`src/rtl/memory_arbiter_if.sv`:
```
// Load/store request bus: a requester-side handshake that is the same shape as
// the single-ported data memory's own Read/Write/busywait interface.
interface memory_arbiter_if;
  logic        read;
  logic        write;
  logic [31:0] address;
  logic [31:0] write_data;
  logic [2:0]  func3;
  logic [31:0] read_data;
  logic        busywait;

  modport master (
    output read, write, address, write_data, func3,
    input  read_data, busywait
  );

  modport slave (
    input  read, write, address, write_data, func3,
    output read_data, busywait
  );
endinterface

```
`src/rtl/memory_arbiter.sv`:
```
// Two-port round-robin arbiter and sequencer in front of the single-ported data
// memory; per-port busywait mimics the memory's own, with a sticky WAIT timeout.
module memory_arbiter #(
  parameter int WAIT_LIMIT = 16
) (
  input  logic             clk_i,
  input  logic             rst_n_i,
  memory_arbiter_if.slave  p0_if,
  memory_arbiter_if.slave  p1_if,
  memory_arbiter_if.master mem_if,
  output logic             error_o
);

  // state | meaning
  // IDLE  | no transaction; arbitrate and latch the winner's request
  // ISSUE | one-cycle Mem_Read/Mem_Write pulse from the latched op
  // WAIT  | count cycles until memory drops busywait or WAIT_LIMIT is hit
  // DONE  | granted port's busywait low for one cycle
  localparam logic [1:0] ST_IDLE  = 2'd0;
  localparam logic [1:0] ST_ISSUE = 2'd1;
  localparam logic [1:0] ST_WAIT  = 2'd2;
  localparam logic [1:0] ST_DONE  = 2'd3;

  logic [1:0]  state_q, state_d;
  logic        grant_q, grant_d;
  logic        last_grant_q, last_grant_d;
  logic        op_wr_q, op_wr_d;
  logic [31:0] addr_q, addr_d;
  logic [31:0] wdata_q, wdata_d;
  logic [2:0]  func3_q, func3_d;
  logic [7:0]  cnt_q, cnt_d;
  logic        error_q, error_d;
  logic [31:0] rdata0_q, rdata0_d;
  logic [31:0] rdata1_q, rdata1_d;

  logic        req0;
  logic        req1;
  logic [7:0]  cnt_inc;

  assign req0    = p0_if.read | p0_if.write;
  assign req1    = p1_if.read | p1_if.write;
  assign cnt_inc = cnt_q + 8'd1;

  always_comb begin
    logic        grant_sel;
    logic [31:0] load_val;
    grant_sel    = 1'b0;
    load_val     = '0;
    state_d      = state_q;
    grant_d      = grant_q;
    last_grant_d = last_grant_q;
    op_wr_d      = op_wr_q;
    addr_d       = addr_q;
    wdata_d      = wdata_q;
    func3_d      = func3_q;
    cnt_d        = cnt_q;
    error_d      = error_q;
    rdata0_d     = rdata0_q;
    rdata1_d     = rdata1_q;

    case (state_q)
      ST_IDLE: begin
        if (req0 | req1) begin
          // On a tie the port that was not served last wins.
          grant_sel = (req0 & req1) ? ~last_grant_q : req1;
          grant_d   = grant_sel;
          op_wr_d   = grant_sel ? p1_if.write      : p0_if.write;
          addr_d    = grant_sel ? p1_if.address    : p0_if.address;
          wdata_d   = grant_sel ? p1_if.write_data : p0_if.write_data;
          func3_d   = grant_sel ? p1_if.func3      : p0_if.func3;
          cnt_d     = '0;
          state_d   = ST_ISSUE;
        end
      end
      ST_ISSUE: begin
        state_d = ST_WAIT;
      end
      ST_WAIT: begin
        if (!mem_if.busywait || (cnt_inc == 8'(WAIT_LIMIT))) begin
          state_d      = ST_DONE;
          last_grant_d = grant_q;
          if (mem_if.busywait) begin
            error_d = 1'b1;
          end
          if (!op_wr_q) begin
            load_val = mem_if.busywait ? 32'd0 : mem_if.read_data;
            if (grant_q) begin
              rdata1_d = load_val;
            end else begin
              rdata0_d = load_val;
            end
          end
        end else begin
          cnt_d = cnt_inc;
        end
      end
      ST_DONE: begin
        state_d = ST_IDLE;
      end
      default: begin
        state_d = ST_IDLE;
      end
    endcase
  end

  always_ff @(posedge clk_i or negedge rst_n_i) begin
    if (!rst_n_i) begin
      state_q      <= ST_IDLE;
      grant_q      <= 1'b0;
      last_grant_q <= 1'b1;
      op_wr_q      <= 1'b0;
      addr_q       <= '0;
      wdata_q      <= '0;
      func3_q      <= '0;
      cnt_q        <= '0;
      error_q      <= 1'b0;
      rdata0_q     <= '0;
      rdata1_q     <= '0;
    end else begin
      state_q      <= state_d;
      grant_q      <= grant_d;
      last_grant_q <= last_grant_d;
      op_wr_q      <= op_wr_d;
      addr_q       <= addr_d;
      wdata_q      <= wdata_d;
      func3_q      <= func3_d;
      cnt_q        <= cnt_d;
      error_q      <= error_d;
      rdata0_q     <= rdata0_d;
      rdata1_q     <= rdata1_d;
    end
  end

  // Pulses decode from state so reset removes them without waiting for a clock.
  assign mem_if.read       = (state_q == ST_ISSUE) & ~op_wr_q;
  assign mem_if.write      = (state_q == ST_ISSUE) &  op_wr_q;
  assign mem_if.address    = addr_q;
  assign mem_if.write_data = wdata_q;
  assign mem_if.func3      = func3_q;

  assign p0_if.busywait  = req0 & ~((state_q == ST_DONE) & (grant_q == 1'b0));
  assign p1_if.busywait  = req1 & ~((state_q == ST_DONE) & (grant_q == 1'b1));
  assign p0_if.read_data = rdata0_q;
  assign p1_if.read_data = rdata1_q;

  assign error_o = error_q;

endmodule

```
`src/flat_wrapper.sv`:
```
// flat-port wrapper written by rule: the top's interface ports become plain ports
module memory_arbiter_flat 
#(
  parameter int WAIT_LIMIT = 16
)
  (clk_i, rst_n_i, error_o, p0_if_read, p0_if_write, p0_if_address, p0_if_write_data, p0_if_func3, p0_if_read_data, p0_if_busywait, p1_if_read, p1_if_write, p1_if_address, p1_if_write_data, p1_if_func3, p1_if_read_data, p1_if_busywait, mem_if_read, mem_if_write, mem_if_address, mem_if_write_data, mem_if_func3, mem_if_read_data, mem_if_busywait);
  memory_arbiter_if p0_if_i ();
  memory_arbiter_if p1_if_i ();
  memory_arbiter_if mem_if_i ();
  input  logic clk_i;
  input  logic rst_n_i;
  output logic error_o;
  input wire logic [$bits(p0_if_i.read)-1:0] p0_if_read;
  input wire logic [$bits(p0_if_i.write)-1:0] p0_if_write;
  input wire logic [$bits(p0_if_i.address)-1:0] p0_if_address;
  input wire logic [$bits(p0_if_i.write_data)-1:0] p0_if_write_data;
  input wire logic [$bits(p0_if_i.func3)-1:0] p0_if_func3;
  output wire logic [$bits(p0_if_i.read_data)-1:0] p0_if_read_data;
  output wire logic [$bits(p0_if_i.busywait)-1:0] p0_if_busywait;
  input wire logic [$bits(p1_if_i.read)-1:0] p1_if_read;
  input wire logic [$bits(p1_if_i.write)-1:0] p1_if_write;
  input wire logic [$bits(p1_if_i.address)-1:0] p1_if_address;
  input wire logic [$bits(p1_if_i.write_data)-1:0] p1_if_write_data;
  input wire logic [$bits(p1_if_i.func3)-1:0] p1_if_func3;
  output wire logic [$bits(p1_if_i.read_data)-1:0] p1_if_read_data;
  output wire logic [$bits(p1_if_i.busywait)-1:0] p1_if_busywait;
  output wire logic [$bits(mem_if_i.read)-1:0] mem_if_read;
  output wire logic [$bits(mem_if_i.write)-1:0] mem_if_write;
  output wire logic [$bits(mem_if_i.address)-1:0] mem_if_address;
  output wire logic [$bits(mem_if_i.write_data)-1:0] mem_if_write_data;
  output wire logic [$bits(mem_if_i.func3)-1:0] mem_if_func3;
  input wire logic [$bits(mem_if_i.read_data)-1:0] mem_if_read_data;
  input wire logic [$bits(mem_if_i.busywait)-1:0] mem_if_busywait;
  assign p0_if_i.read = p0_if_read;
  assign p0_if_i.write = p0_if_write;
  assign p0_if_i.address = p0_if_address;
  assign p0_if_i.write_data = p0_if_write_data;
  assign p0_if_i.func3 = p0_if_func3;
  assign p0_if_read_data = p0_if_i.read_data;
  assign p0_if_busywait = p0_if_i.busywait;
  assign p1_if_i.read = p1_if_read;
  assign p1_if_i.write = p1_if_write;
  assign p1_if_i.address = p1_if_address;
  assign p1_if_i.write_data = p1_if_write_data;
  assign p1_if_i.func3 = p1_if_func3;
  assign p1_if_read_data = p1_if_i.read_data;
  assign p1_if_busywait = p1_if_i.busywait;
  assign mem_if_read = mem_if_i.read;
  assign mem_if_write = mem_if_i.write;
  assign mem_if_address = mem_if_i.address;
  assign mem_if_write_data = mem_if_i.write_data;
  assign mem_if_func3 = mem_if_i.func3;
  assign mem_if_i.read_data = mem_if_read_data;
  assign mem_if_i.busywait = mem_if_busywait;
  memory_arbiter #(.WAIT_LIMIT(WAIT_LIMIT)) u_core (.clk_i(clk_i), .rst_n_i(rst_n_i), .p0_if(p0_if_i), .p1_if(p1_if_i), .mem_if(mem_if_i), .error_o(error_o));
endmodule
```
`config.mk`:
```
export PLATFORM = sky130hd
export DESIGN_NAME = memory_arbiter_flat
export DESIGN_NICKNAME = d
export VERILOG_FILES = /design/src/rtl/memory_arbiter_if.sv /design/src/rtl/memory_arbiter.sv /design/src/flat_wrapper.sv
export SDC_FILE = /design/constraint.sdc
export NUM_CORES = 1
export LEC_CHECK = 0
export BUFFER_PORTS_ARGS = -buffer_cell sky130_fd_sc_hd__buf_2
export CAP_MARGIN = 5
export CORE_MARGIN = 2
export CORE_UTILIZATION = 46
export CTS_BUF_LIST = sky130_fd_sc_hd__clkbuf_4 sky130_fd_sc_hd__clkbuf_8 sky130_fd_sc_hd__clkbuf_16
export CTS_CLUSTER_DIAMETER = 80
export DETAILED_ROUTE_END_ITERATION = 10
export PLACE_DENSITY = 0.82
export SYNTH_ARGS = -nofsm -noshare
export SYNTH_HDL_FRONTEND = slang
export SYNTH_SLANG_ARGS = --single-unit
```
`constraint.sdc`:
```
create_clock -name clk_i -period 2.3 [get_ports clk_i]
set_input_delay 0.115 -clock clk_i [delete_from_list [all_inputs] [get_ports clk_i]]
set_output_delay 0.115 -clock clk_i [all_outputs]
set_load 0.03 [all_outputs]
```
## Word-level counts from Yosys, hierarchy flattened

Index checks and enable logic that the tools add are counted.

| cells by class | value |
|---|---|
| add/sub/neg operators | 1 |
| equal/unequal tests | 7 |
| muxes and demuxes | 12 |
| bitwise gates (word level) | 15 |
| reductions and logical operators | 11 |

Operators with widths:

| operator | number |
|---|---|
| two-way mux 32 bit | 3 |
| two-way mux 8 bit | 2 |
| case mux 8 bit (2 select lines) | 1 |
| adder 8 x 1 -> 8 bit, second input constant | 1 |
| == test 8 x 5 -> 1 bit, second input constant | 1 |
| case mux 2 bit (4 select lines) | 1 |
| AND reduction 4 bit | 2 |
| AND 1 bit | 7 |
| AND reduction 2 bit | 3 |
| AND reduction 3 bit | 2 |
| NOT 1 bit | 5 |
| == test 2 bit, second input constant | 2 |
| two-way mux 2 bit | 2 |
| != test 2 x 1 -> 1 bit, second input constant | 2 |
| two-way mux 3 bit | 1 |
| OR 1 bit | 3 |
| == test 2 x 1 -> 1 bit, second input constant | 1 |
| zero test 2 bit | 1 |
| two-way mux 1 bit | 2 |
| != test 2 bit, second input constant | 1 |
| nonzero test 2 bit | 1 |
| zero test 1 bit | 1 |
| logical OR 1 bit | 1 |

| word-level totals | value |
|---|---|
| register bits after elaboration | 145 |
| input port bits | 173 |
| output and inout port bits | 136 |
| word-level logic and storage cells | 57 |

## Longest topological paths before layout

Gate-level depths: netlist of the first run.

| logic depth | value |
|---|---|
| depth after elaboration | 5 |
| depth in mapped cells | 9 |
| depth with buffers taken out | 7 |

## Worst setup path after synthesis of the first run

OpenSTA, ideal clock, no wires.

| path | value |
|---|---|
| path kind | register to register |
| start point | reg u_core.cnt_q[0] |
| end point | reg u_core.state_q[1] |
| library setup time | 0.125 ns |
| arrival time | 1.875 ns |
| required time | 2.175 ns |
| path slack | 0.300 ns |
| cell stages (with the launch flop) | 7 |
| buffers on the path | 0 |
| clock period less this slack | 2.000 ns |
| cell sequence | dfrtp_1 -> ha_1 -> nand2_1 -> or4_4 -> o21ai_4 -> a2bb2oi_1 -> mux2_2 |

| between the ends | value |
|---|---|
| word-level cells in the longest chain between the ends | 5 |

RTL lines:

| element | RTL line | source |
|---|---|---|
| start: declaration | memory_arbiter.sv:31 | `logic [7:0] cnt_q, cnt_d;` |
| start signal: assignment | memory_arbiter.sv:127 | `cnt_q <= cnt_d;` |
| adder 8 x 1 -> 8 bit | memory_arbiter.sv:42 | `assign cnt_inc = cnt_q + 8'd1;` |
| == test 8 x 5 -> 1 bit | memory_arbiter.sv:79 | `if (!mem_if.busywait \|\| (cnt_inc == 8'(WAIT_LIMIT))) begin` |
| logical OR 1 bit | memory_arbiter.sv:79 |  |
| != test 2 x 1 -> 1 bit (no line) | -- |  |
| AND reduction 2 bit (no line) | -- |  |
| end signal: assignment | memory_arbiter.sv:120 | `state_q <= state_d;` |
| end: declaration | memory_arbiter.sv:24 | `logic [1:0] state_q, state_d;` |

Every way passes these cells.
A chain may end at the register's enable or synchronous reset.

## Worst setup path after layout of the first run

| path | value |
|---|---|
| start point | reg u_core.last_grant_q |
| end point | reg u_core.wdata_q[19] (netlist: u_core.mem_if.write_data[19]) |

| between the ends | value |
|---|---|
| word-level cells in the longest chain between the ends | 3 |

RTL lines:

| element | RTL line | source |
|---|---|---|
| start: declaration | memory_arbiter.sv:26 | `logic last_grant_q, last_grant_d;` |
| start signal: assignment | memory_arbiter.sv:122 | `last_grant_q <= last_grant_d;` |
| NOT 1 bit | memory_arbiter.sv:65 | `grant_sel = (req0 & req1) ? ~last_grant_q : req1;` |
| two-way mux 1 bit | memory_arbiter.sv:65 |  |
| two-way mux 32 bit | memory_arbiter.sv:69 | `wdata_d = grant_sel ? p1_if.write_data : p0_if.write_data;` |
| end signal: assignment | memory_arbiter.sv:125 | `wdata_q <= wdata_d;` |
| end: declaration | memory_arbiter.sv:29 | `logic [31:0] wdata_q, wdata_d;` |

Every way passes these cells.

==> results of run 1 <==
## sequential cells by signal (all words and copies together), names as in the netlist
name	flops
u_core.error_o	1
u_core.state_q	2
u_core.mem_if.write_data	32
u_core.mem_if.func3	3
u_core.grant_q	1
u_core.op_wr_q	1
u_core.p0_if.read_data	32
u_core.last_grant_q	1
u_core.p1_if.read_data	32
u_core.mem_if.address	32
u_core.cnt_q	8
## kinds of logic (layout without fill, tap and decap cells)
family                     after synthesis  count (layout)
muxes                                   71              71
adders and majority gates                5               5
buffers and inverters                   43             486
and+or+nand+nor                        107             107
DFF                                    145             145
other                                    0               5
AOI/OAI and AO/OA                      161             161
## worst max-delay path by stage
| stage | from | endpoint | slack, ps | depth (start not counted) |
|---|---|---|---|---|
| after floorplan | u_core.cnt_q[0] | u_core.state_q[1] | 300 | 6 |
| after global placement | u_core.cnt_q[0] | u_core.state_q[1] | 220 | 6 |
| after detailed placement | u_core.cnt_q[0] | u_core.state_q[1] | 180 | 6 |
| after CTS | u_core.cnt_q[0] | u_core.p1_if.read_data[23] | 180 | 7 |
| after global routing | u_core.cnt_q[0] | u_core.p1_if.read_data[25] | 60 | 7 |
| final | u_core.last_grant_q | u_core.mem_if.write_data[19] | 160 | 6 |
## Yosys cell counts, types with 3 or more instances
library cell	count	area share (%)
dfrtp_1	144	58
buf_2	16	1.3
o21ai_1	5	0.40
o21ai_0	69	5.5
and3_1	3	0.30
nor2b_1	4	0.40
a22o_1	68	9.6
inv_1	5	0.30
clkbuf_1	14	0.84
buf_4	5	0.60
mux2i_1	69	11
nand2_1	75	4.5
ha_1	5	1.0
a21oi_1	9	0.72
nand3_1	5	0.40
buf_6	3	0.54
nor2_1	5	0.30
## area by class of cell
class	instances	area share, %
sequential	145	36.8
timing repair buffer	449	30.2
multi-input combinational	344	24.4
clock buffer	17	4.31
tap	176	2.23
clock inverter	15	1.75
inverter	5	0.190
antenna	5	0.127
## critical path: stages (launching register included)
cell,delay (ps)
dfstp_2,390
a21oi_4,170
buf_12,260
buf_12,230
mux2i_1,280
dlygate4sd3_1,590
o21ai_1,70
## power groups by stage
stage               sequential [mW]  combinational, mW  clock (mW)
global route                   4.65               7.38        2.98
global placement               4.42               6.23           0
finish                         4.53               6.96        2.84
CTS                            4.44               6.74        2.83
floorplan                      6.54               2.23           0
detailed placement             4.43               6.38           0
## layer usage
layer	wire length [um]	vias to the layer above	GRT usage, %
met4	1260	0	17.3
met3	2070	97	10.4
met2	11200	433	53.7
met5	0	-	0
met1	8280	3030	36.1
li1	-	2784	-
==> metrics.md, run 1 <==
| Metric | Value |
|---|---|
| Net Sw Power | 6.56 mW |
| Setup crit start kind | register |
| Largest fanout on the critical path | 28 |
| Syn_nets | 710 |
| Max-cap viol count | 0 |
| Post-cts resize count | 0 |
| Reg area | between 0.003 and 0.004 mm2 |
| NumNets Final | ~1100 |
| Starting Density | 47.0% |
| Hold_buf cts | 124 |
| Largest net degree at the start of global routing | 63 |
| Multi-input logic area | around 0.0024 mm2 |
| Required time worst endpoint | 2600 ps |
| Post-synthesis mux area share | 11.4% |
| Reg2Reg Depth | 6 |
| Clock Skews | between 10 and 15 ps |
| Initial antenna violation count | 4 |
| Placed Area | 0.00801 mm2 |
| Compound-gate portion of the synthesized area | between 10% and 20% |
| DRC | 0 |
| RSZ-0062 raised after global routing | no |
| Core footprint | 0.0132 mm2 |
| GP Congestion | 0.805 |
| GRT overflow | 0 |
| Area delta synth->final | 58.3% |
| Crit path arrival time | between 2000 and 2500 ps |
| Synth cell types | 40 |
| TNS Setup | 0 ps |
| Post-detailed-routing wire length | 22900 um |
| Worst skew pair latency | around 420 ps |
| Post-route ant nets | 0 |
| Period utilization | between 90% and 100% |
| IO Port Bufs | 308 |
| Num Clock Sinks | 145 |
| I/O pins | 309 |
| Max frequency | 0.468 GHz |
| Hold Fails Final Rpt | 0 |
| FFs w/ async S/R, synth | 100% |
| Slew @ Worst Pin | 419 ps |
| Post-route cell area | 0.00986 mm2 |
| Hold Slack | 14.3 ps |
| Place WS | 184 ps |
| Setup violators final | 0 |
| Via density | 5.49 |
| Worst hold path startpoint | p0_if_func3[1] |
| First-pass GRT wire length | 35200 um |
| Initial drt markers | a little under 500 |
| Syn Inst Count | 532 |
| WS Path Type | register to register |
| Clock tree buffer depth | 2 |
| Xor/xnor cell area share of the yosys netlist | 0% |
| GR Util All Layers | 32.0% |
| Maximum resistive drop on vdd | 1070 uV |
| Most common cell after layout, fill and taps aside | buf_2 |
| Min Tclk post-route | 2140 ps |
| Die area | 0.0145 mm2 |
| Post-Synth Simple-Gate Area | under 10% |
| Internal power | 7.77 mW |
| Crit. End Element | register |
| Total power | 14.3 mW |
| CTS root buf | clkbuf_16 |
| Leak | 5.21 nW |
| Mapped Area | 0.00623 mm2 |
| Status | finished clean |
| Register area share after synthesis | around 58% |
| CTS Buf Count | 17 |
| Final slew viol count | 0 |
| Die Y | 120 um |
| Final WS setup | 164 ps |
| Most frequent cells in the layout | 307 x buf_2, 144 x dfrtp_1, 124 x dlygate4sd3_1 |
| Post-synthesis area per instance | 11.7 um2 |
| Hold EP | u_core.mem_if.func3[1] |
| Htree depth | 4 |
| Adder-Cell Fraction of Synth Area | 1.00% |
| # rows | 42 |
| Placed Cells | 995 |
| DRT Pass-1 Iters | 5 |
| Clock network power share | roughly a fifth |
| Net Sw Frac | 45.8% |
| Vias in the first global route | about 6600 |
| DPL Wire Length | between 10000 and 15000 um |
| Worst hold stages | 3 |
| Power Density | 1450 mW/mm2 |
| Largest family of logic cells by synthesized area | compound AO/OA/AOI/OAI gates |
| Worst hold path class | input port to register |
| Comb pwr share | about half |
| Post-CTS Setup Inserts | 0 |
| Sequential share of power | 31.6% |
| Routed via count | approximately 6300 |
| CTS clk-pin slew, worst paths | 70 ps |
| CTS tree | yes |
| Main synth FF type | dfrtp_1 |
| Final core utilization | 74.5% |
| Max transition margin | 71.8% |
| R2r setup slk | between 150 and 200 ps |
| Die X-Extent | 120 um |
| Yosys warning count | 0 |
| Worst reg2reg path endpoint | u_core.mem_if.write_data[19] |
| Critical R2R Launch | u_core.last_grant_q |
| Yosys reg bits | ~150 |
| Fillers | 823 |
| Final Non-Filler Cells | 1156 |
| Layout cells sized above 1 | 38.2% |
| EDFF count, synth | 0 |
| Avg WL per Cell | 19.8 um |
Note: power is estimated with default switching activity, not from simulation.
==> run 2: changes to the inputs <==
--- a/config.mk
+++ b/config.mk
@@ -11,8 +11,10 @@
 export CORE_UTILIZATION = 46
 export CTS_BUF_LIST = sky130_fd_sc_hd__clkbuf_4 sky130_fd_sc_hd__clkbuf_8 sky130_fd_sc_hd__clkbuf_16
 export CTS_CLUSTER_DIAMETER = 80
+export CTS_CLUSTER_SIZE = 24
 export DETAILED_ROUTE_END_ITERATION = 10
 export PLACE_DENSITY = 0.82
+export REMOVE_ABC_BUFFERS = 1
 export SYNTH_ARGS = -nofsm -noshare
 export SYNTH_HDL_FRONTEND = slang
 export SYNTH_SLANG_ARGS = --single-unit
==> metrics.md, run 2 (same netlist as run 1, synthesis figures left out) <==
| Metric | Value |
|---|---|
| Most common cell after layout, fill and taps aside | buf_2 |
| Largest fanout on the critical path | 21 (-25%) |
| Final slew viol count | 0 (unchanged) |
| CTS Buf Count | 17 (unchanged) |
| Clock Skews | 9.71 ps (-3.23 ps) |
| Max-cap viol count | 0 (unchanged) |
| Hold Slack | -0.524 ps (-14.9 ps) |
| Final Non-Filler Cells | 1135 (-1.8%) |
| Routed via count | 6166 (-2.8%) |
| Maximum resistive drop on vdd | 908 uV (-15%) |
| Period utilization | 95.5% (+2.6 points) |
| Die X-Extent | 120 um (unchanged) |
| Post-route ant nets | 0 (unchanged) |
| GR Util All Layers | 29.4% (-2.5 points) |
| Final WS setup | 104 ps (-60.2 ps) |
| Placed Cells | 994 (-0.10%) |
| Core footprint | 0.0132 mm2 (unchanged) |
| CTS root buf | clkbuf_16 |
| RSZ-0062 raised after global routing | no |
| Die area | 0.0145 mm2 (unchanged) |
| Max frequency | 0.455 GHz (-2.7%) |
| Setup crit start kind | register |
| Violated checks | hold timing |
| Initial antenna violation count | 5 (+1) |
| GP Congestion | 0.853 (+5.9%) |
| Slew @ Worst Pin | 511 ps (+92.0 ps) |
| IO Port Bufs | 308 (unchanged) |
| Post-detailed-routing wire length | 21300 um (-6.6%) |
| Htree depth | 4 (unchanged) |
| Worst hold path class | input port to register |
| WS Path Type | register to register |
| Leak | 5.11 nW (-2.0%) |
| Area delta synth->final | 54.7% |
| GRT overflow | 0 (unchanged) |
| Largest net degree at the start of global routing | 137 (+120%) |
| Fillers | 860 (+4.5%) |
| Clock tree buffer depth | 2 (unchanged) |
| Via density | 5.43 (-1.0%) |
| Num Clock Sinks | 145 (unchanged) |
| Avg WL per Cell | 18.8 um (-4.9%) |
| Post-route cell area | 0.00964 mm2 (-2.2%) |
| Initial drt markers | 452 (-7.2%) |
| First-pass GRT wire length | 32900 um (-6.7%) |
| Power Density | 1440 mW/mm2 (-0.63%) |
| Place WS | 154 ps (-30.4 ps) |
| Required time worst endpoint | 2580 ps (-20 ps) |
| DRC | 0 (unchanged) |
| Min Tclk post-route | 2200 ps (+60.2 ps) |
| Layout cells sized above 1 | 39.0% (+0.80 points) |
| Hold Fails Final Rpt | 1 (+1) |
| Post-CTS Setup Inserts | 0 (unchanged) |
| Worst skew pair latency | 430 ps (about the same) |
| Status | finished, violations left |
| Total power | 13.9 mW (-2.9%) |
| Die Y | 120 um (unchanged) |
| Starting Density | 47.0% (unchanged) |
| Max transition margin | 65.9% (-5.8 points) |
| Vias in the first global route | 6285 (-5.4%) |
| # rows | 42 (unchanged) |
| Setup violators final | 0 (unchanged) |
| NumNets Final | 1120 (-1.8%) |
| Most frequent cells in the layout | 307 x buf_2, 143 x dfrtp_1, 105 x dlygate4sd3_1 |
| CTS clk-pin slew, worst paths | 70 ps (about the same) |
| DPL Wire Length | 12700 um (-2.4%) |
| CTS tree | yes |
| DRT Pass-1 Iters | 5 (unchanged) |
| Crit. End Element | register |
| I/O pins | 309 (unchanged) |
| Placed Area | 0.00803 mm2 (+0.22%) |
| Crit path arrival time | 2480 ps (+40 ps) |
## run 2: power by group
| group | internal, mW | switching [mW] | leakage [nW] | total, mW |
|---|---|---|---|---|
| Clock | 1.42 | 1.20 | 0.259 | 2.62 |
| Combinational | 2.32 | 4.47 | 3.03 | 6.79 |
| Sequential | 3.73 | 0.769 | 1.82 | 4.50 |
## run 2: worst max-delay path: stages (launching register included)
cell and delay (ps):
dfstp_2 580, a21oi_4 100, buf_12 180, buf_4 180, mux2i_1 120, dlygate4sd3_1 550
o21ai_0 340
## run 2: layout make-up
type | count | area, um2 | share of cell area (%)
multi-input cells | 344 | 2400 | 24.9
flip-flops and latches | 145 | 3630 | 37.7
well taps | 176 | 220 | 2.28
inverters | 5 | 18.8 | 0.195
clock inverters | 14 | 118 | 1.22
clock buffers | 18 | 433 | 4.49
diodes | 4 | 10.0 | 0.104
repair buffers | 429 | 2810 | 29.1
## run 2: path summary, 6_finish.rpt
kind,from,to,slack (ps),depth (start not counted)
min in group asynchronous,rst_n_i,u_core.p1_if.read_data[14],220,2
setup reg to reg,u_core.last_grant_q,u_core.mem_if.address[22],100,6
hold reg to reg,u_core.mem_if.address[9],u_core.mem_if.address[9],480,2
max in group asynchronous,rst_n_i,u_core.last_grant_q,1390,3
hold / removal,p1_if_address[4],u_core.mem_if.address[4],-0.5,3
setup / recovery,u_core.last_grant_q,u_core.mem_if.address[22],100,6
## run 2: stage by stage
stage	setup TNS (ps)	util, %
floorplan	-153700	-
global placement	0	60.6
detailed placement	0	60.6
CTS	0	72.7
global route	0	72.8
finish	0	72.8
## run 2: what timing repair did
item	4_1_cts	5_1_grt
endpoints found under the hold margin	157	0
setup endpoints to repair	0	5
resized for setup	0	1
hold buffers	105	0
## run 2: per-layer routing
metal	track usage, %	share of wire (%)	routed length, um
met5	0	0	0
met4	14.8	4.1	876
met3	9.48	9.6	2060
met2	49.5	50	10600
met1	33.6	37	7820
